## src/rtl/bram_rd_stat_accum.sv

```systemverilog
// bram_rd_stat_accum: streaming sum/min/max over a programmed number of beats
// taken from the read-back stream of simple_bram_ctrl. Its idle/running/done
// handshake matches the controller's, so one i_run can start both blocks.
// Optional feature macro: BRAM_STAT_MINMAX_EN. When it is defined, the running
// min/max registers are built. When it is undefined, o_max and o_min read as 0.
module bram_rd_stat_accum #(
    parameter int DWIDTH = 16,
    parameter int CWIDTH = 7
) (
    input  logic                     clk,
    input  logic                     reset,
    input  logic                     i_run,
    input  logic [CWIDTH-1:0]        i_num_cnt,
    output logic                     o_idle,
    output logic                     o_running,
    output logic                     o_done,
    input  logic                     i_valid,
    input  logic [DWIDTH-1:0]        i_data,
    output logic [DWIDTH+CWIDTH-1:0] o_sum,
    output logic [DWIDTH-1:0]        o_max,
    output logic [DWIDTH-1:0]        o_min
);

    typedef enum logic [1:0] {
        S_IDLE = 2'b00,
        S_RUN  = 2'b01,
        S_DONE = 2'b10
    } state_t;

    state_t            state;
    state_t            state_nxt;
    logic [CWIDTH-1:0] cnt_r;
    logic [CWIDTH-1:0] num_r;
    logic              start;
    logic              accept;
    logic              last_beat;

    assign start     = (state == S_IDLE) && i_run;
    assign accept    = (state == S_RUN) && i_valid;
    assign last_beat = (cnt_r == num_r - 1'b1);

    // State register
    always_ff @(posedge clk or posedge reset) begin
        if (reset) begin
            state <= S_IDLE;
        end else begin
            state <= state_nxt;
        end
    end

    // Next-state decode
    always_comb begin
        state_nxt = state;
        case (state)
            S_IDLE: begin
                if (i_run) begin
                    state_nxt = (i_num_cnt != '0) ? S_RUN : S_DONE;
                end
            end
            S_RUN: begin
                if (accept && last_beat) begin
                    state_nxt = S_DONE;
                end
            end
            S_DONE:  state_nxt = S_IDLE;
            default: state_nxt = S_IDLE;
        endcase
    end

    assign o_idle    = (state == S_IDLE);
    assign o_running = (state == S_RUN);
    assign o_done    = (state == S_DONE);

    // Beat counter, target count and sum accumulator
    always_ff @(posedge clk or posedge reset) begin
        if (reset) begin
            cnt_r <= '0;
            num_r <= '0;
            o_sum <= '0;
        end else if (start) begin
            cnt_r <= '0;
            num_r <= i_num_cnt;
            o_sum <= '0;
        end else if (accept) begin
            cnt_r <= cnt_r + 1'b1;
            o_sum <= o_sum + (DWIDTH+CWIDTH)'(i_data);
        end
    end

`ifdef BRAM_STAT_MINMAX_EN
    logic [DWIDTH-1:0] max_r;
    logic [DWIDTH-1:0] min_r;

    // Running unsigned max/min, seeded so the first beat always replaces both
    always_ff @(posedge clk or posedge reset) begin
        if (reset) begin
            max_r <= '0;
            min_r <= '0;
        end else if (start) begin
            max_r <= '0;
            min_r <= '1;
        end else if (accept) begin
            if (i_data > max_r) begin
                max_r <= i_data;
            end
            if (i_data < min_r) begin
                min_r <= i_data;
            end
        end
    end

    assign o_max = max_r;
    assign o_min = min_r;
`else
    assign o_max = '0;
    assign o_min = '0;
`endif

endmodule

```

## config.mk

```make
export PLATFORM = sky130hd
export DESIGN_NAME = bram_rd_stat_accum
export DESIGN_NICKNAME = d
export VERILOG_FILES = /design/src/rtl/bram_rd_stat_accum.sv
export SDC_FILE = /design/constraint.sdc
export NUM_CORES = 1
export LEC_CHECK = 0
export CAP_MARGIN = 20
export CORE_AREA = 2 2 85 87
export DETAILED_ROUTE_END_ITERATION = 7
export DIE_AREA = 0 0 87 89
export PLACE_DENSITY = 0.82
export SLEW_MARGIN = 20
export SYNTH_ARGS = -nofsm -noshare
export SYNTH_HDL_FRONTEND = slang
export SYNTH_SLANG_ARGS = --single-unit
export TNS_END_PERCENT = 20
```

## constraint.sdc

```tcl
create_clock -name clk -period 3.25 [get_ports clk]
set_input_delay 0.65 -clock clk [delete_from_list [all_inputs] [get_ports clk]]
set_output_delay 0.65 -clock clk [all_outputs]
set_load 0.02 [all_outputs]
```

# Word level (Yosys, flattened, before mapping)
# Cells that the tools add are included.
[totals]
regBits = 39
memories = 0
input_bits = 27
out_inout_bits = 58
elab_cells = 27
mem_bits_rw = 0
rom_bits = 0
latch_bits = 0
[op_classes]
n_bitwise = 0
shifts = 0
muxes = 8
n_reduce_logical = 7
add_sub_neg = 3
n_lt_le_gt_ge = 0
multipliers = 0
n_div = 0
eq_ne = 5
[op_table]
columns = ["op", "count"]
rows = [
  ["$mux 23", 2],
  ["$add 23x16->23", 1],
  ["$mux 7", 2],
  ["$add 7x1->7 const B", 1],
  ["$eq 7x7->1", 1],
  ["$reduce_bool 7->1", 1],
  ["$sub 7x1->7 const B", 1],
  ["$mux 2", 3],
  ["$pmux 2 s2", 1],
  ["$logic_and 1x1->1", 3],
  ["$eq 2x1->1 const B", 1],
  ["$eq 2x2->1 const B", 1],
  ["$logic_not 2->1", 1],
  ["$ne 2x1->1 const B", 1],
  ["$ne 2x2->1 const B", 1],
  ["$reduce_and 2->1", 1],
  ["$reduce_bool 2->1", 1],
]

# Logic depth before layout (Yosys ltp)
[logic_depth]
depth_word = 5
ltp_mapped = 9
ltp_nobuf = 9

# Worst setup path before layout
# OpenSTA, ideal clock, no wires.
[synth_path]
kind = "input -> register"
start = "input i_data[0]"
end = "register o_sum[16]"
path_stages = 9
setup_ns = 0.140
t_arrival_ns = 2.266
n_path_buf = 0
path_slack_ns = 0.844
t_required_ns = 3.110
path_cell_list = "ha_1 inv_1 fa_1 nand2b_1 a21oi_1 o21a_1 nor3_1 o311ai_0 o41ai_1"
[synth_between]
elab_chain_cells = 3
[synth_lines]
columns = ["element", "line_no", "text"]
rows = [
  ["start: declaration", "18", "input logic [DWIDTH-1:0] i_data,"],
  ["$add 23x16->23", "86", "o_sum <= o_sum + (DWIDTH+CWIDTH)'(i_data);"],
  ["$mux 23", "84", "end else if (accept) begin"],
  ["$mux 23", "80", "end else if (start) begin"],
  ["end signal: assignment", "86", ""],
  ["end: declaration", "19", "output logic [DWIDTH+CWIDTH-1:0] o_sum,"],
]
# Every way passes these cells. The select of a mux whose other input is x is not followed.
# A chain may end at the register's enable or synchronous reset.

# Worst setup path after layout
# Same ends and word-level chain as after synthesis.

==> flow_summary.yaml <==
status:
  status: "completed"
route:
  drt-total-wl_um: 6900
  drt_pass1_iterations: 4
  wl_per_cell_um: 14.3
  drt_iter0_markers: 102
  drc: 0
  postRouteAntennaNets: 0
  vias_per_cell: 5.33
  vias: 2579
final_layout:
  syn2layout_area_growth_pct: 20.7
  drive_gt1_frac: 0.0594
  final_nets: 449
  post-route-util: 0.531
  mostFrequentLayoutCells: "52 x nand2_1, 52 x clkdlybuf4s50_1, 39 x dfrtp_1, 32 x conb_1, 27 x o21ai_0"
  nFillCells: 629
  final_cells: 484
  seq_area_um2: 976
  diodes: 0
  multi_input_area_um2: 1770
yosys:
  synth_top_family_by_area: "simple AND/OR/NAND/NOR gates"
  synthAdderAreaFrac: 0.0830
  syn_inst: 348
  synthMuxAreaShare: 0.0169
  synthFlopType: "dfrtp_1"
  async_flop_share: 1.00
  yosys_register_bits: 39
  synth_cell_types: 54
  syn_area_per_cell_um2: 8.49
  synth_compound_area_frac: 0.182
  netlist_area_um2: 2950
  ys_seq_area_frac: 0.330
  synth_simple_gate_area_frac: 0.200
  yosysWarnings: 0
  synth_edf_count: 0
  synth_xor_area_frac: 0.0771
sta:
  rsz0062_at_grt: "false"
  finalSetupTns_ns: 0
  hold_viol_final: 0
  setup_viol: 0
  fmax_ghz: 0.361
  relSlewSlack: 0.538
  fin_crit_sh: 0.853
  tightestPinTransition_ns: 0.687
  clock-skew-final_ns: 0.00939
  slew_violations: 0
  period_minus_slack_ns: 2.77
  whs_ns: 0.505
setup_path:
  crit_arrival_ns: 2.93
  regToRegEndpoint: "o_sum[22]"
  r2r_setup_slack_ns: 0.89
  start_kind: "primary input"
  critPathMaxFanout: 7
  worst_r2r_startpoint: "o_sum[13]"
  crit_type: "in -> reg"
  critPathCaptureType: "flip-flop"
  rr_worst_depth: 7
  cp.required_ns: 3.41
cts:
  cts_buffers: 5
  clock_latency_ns: 0.31
  cts_max_path_buffers: 2
  cts_root_buffer: "clkbuf_8"
  cts_hold_buf: 0
  htreeDepth: 2
  cts_tree: "built"
  cts_sinks: 39
  post_cts_buffers: 0
  cts_resized: 0
  clk_pin_slew_ns: 0.08
placed_design:
  hpwlAfterDp_um: 5200
  dp.cells: 476
  gp_congestion: 0.901
  numPortBuffers: 52
power_and_ir_drop:
  power_frac_seq: 0.270
  clock_power_share: 0.127
  ir_worst_vdd_v: 0.000568
  pwr-share-comb: 0.603
  power_density_nw_per_um2: 917
  p_sw_uw: 1500
  p_sw_frac: 0.457
  intPower_uw: 1780
  leakage_uw: 0.00157
floorplanning:
  fp.dieW_um: 87
  rows: 30
  start_util: 0.440
  die_h_um: 89
  die_area_um2: 7740
  core_um2: 6720
  pin_count: 85
global_route:
  grt_pass1_wl_um: 11600
  overflow: 0
  grt_pass1_vias: 2512
  grt_max_degree: 40
  antenna_found_initial: 0
  grt_usage: 0.186
hold_path:
  min_from: "num_r[6]"
  hp-class: "reg -> reg"
  hold_depth: 2
  holdPathEnd: "num_r[6]"
job:
  max_cap_viol_count: 0
layout make-up:
type,instances,area share
Multi-Input combinational cell,288,0.496
Sequential cell,39,0.274
Timing Repair Buffer,58,0.159
Tap cell,80,0.0281
Clock buffer,5,0.0193
Clock inverter,3,0.0123
Inverter,11,0.0116
stage by stage:
stage                     power (uW)  setup WS [ns]  area [um^2]
final                           3270          0.479         3570
after floorplan                 2270          0.844         3070
after CTS                       3280          0.457         3570
after detailed placement        2850          0.142         3450
after global routing            3550          0.268         3570
after global placement          2800          0.257         3450
routing by layer:
metal	part of all wire	track usage	vias up
met3	0.054	0.0406	9
met2	0.49	0.318	85
met5	0	0	-
met4	0.012	0.0540	0
met1	0.44	0.236	1211
li1	-	-	1274
flip-flops by register name (all words and copies together), names as in the netlist:
name / cells
state: 2
num_r: 7
cnt_r: 7
o_sum: 23
power by group through the flow:
stage,clock network (uW),registers (uW),logic [uW]
2_1_floorplan,0,978,1290
3_3_place_gp,0,879,1920
3_5_place_dp,0,892,1950
4_1_cts,426,886,1970
5_1_grt,444,916,2190
6_report,417,884,1970
how the worst max path moves through the flow:
stage	slack, ns	from	to	cells past startpoint
floorplan	0.84	i_data[0]	o_sum[16]	9
global placement	0.26	i_data[0]	o_sum[16]	10
detailed placement	0.14	i_data[0]	o_sum[16]	10
CTS	0.46	i_data[0]	o_sum[16]	10
global route	0.27	i_data[0]	o_sum[16]	10
finish	0.48	i_data[0]	o_sum[16]	10
Yosys cell counts, types with 2 or more instances:
cell       count  area (um^2)
a221oi_2       2         30.0
a32o_1         2         20.0
ha_1          18          225
xnor2_1       16          140
nand2_1       52          195
mux2i_1        5         50.1
nor4_1         3         18.8
nor2_1        22         82.6
nand3_1        7         35.0
xor2_1        10         87.6
a21oi_1       22          110
o21ai_1        4         20.0
nand2b_1       3         18.8
or3_1          6         37.5
a21o_1         5         37.5
inv_1         11         41.3
o21a_1         3         22.5
a31oi_1        2         12.5
o2bb2ai_1      2         17.5
nand3b_1       4         30.0
nor3_1         7         35.0
buf_4         34          255
dfrtp_1       39          976
and2_1         2         12.5
nand4_1        5         31.3
o21ai_0       27          135
a22o_1         3         26.3
clkbuf_1       6         22.5
worst max-delay path, cell delays in order:
cell and delay, ns:
clkdlybuf4s50_1 0.46, ha_1 0.17, inv_1 0.06, fa_1 0.37
nand2b_1 0.19, a21oi_1 0.24, o21a_1 0.19, nor3_1 0.12
o311ai_0 0.36, o41ai_1 0.12
kinds of logic (layout without fill, tap and decap cells):
family                   Yosys count  after routing
AO/OA/AOI/OAI                     84             84
XOR/XNOR                          26             26
adder cells (fa/ha/maj)           19             19
buffers and inverters             52             77
flip-flops                        39             39
multiplexers                       5              5
other                              1             32
AND/OR/NAND/NOR                  122            122
Note: power is estimated with default switching activity, not from simulation.
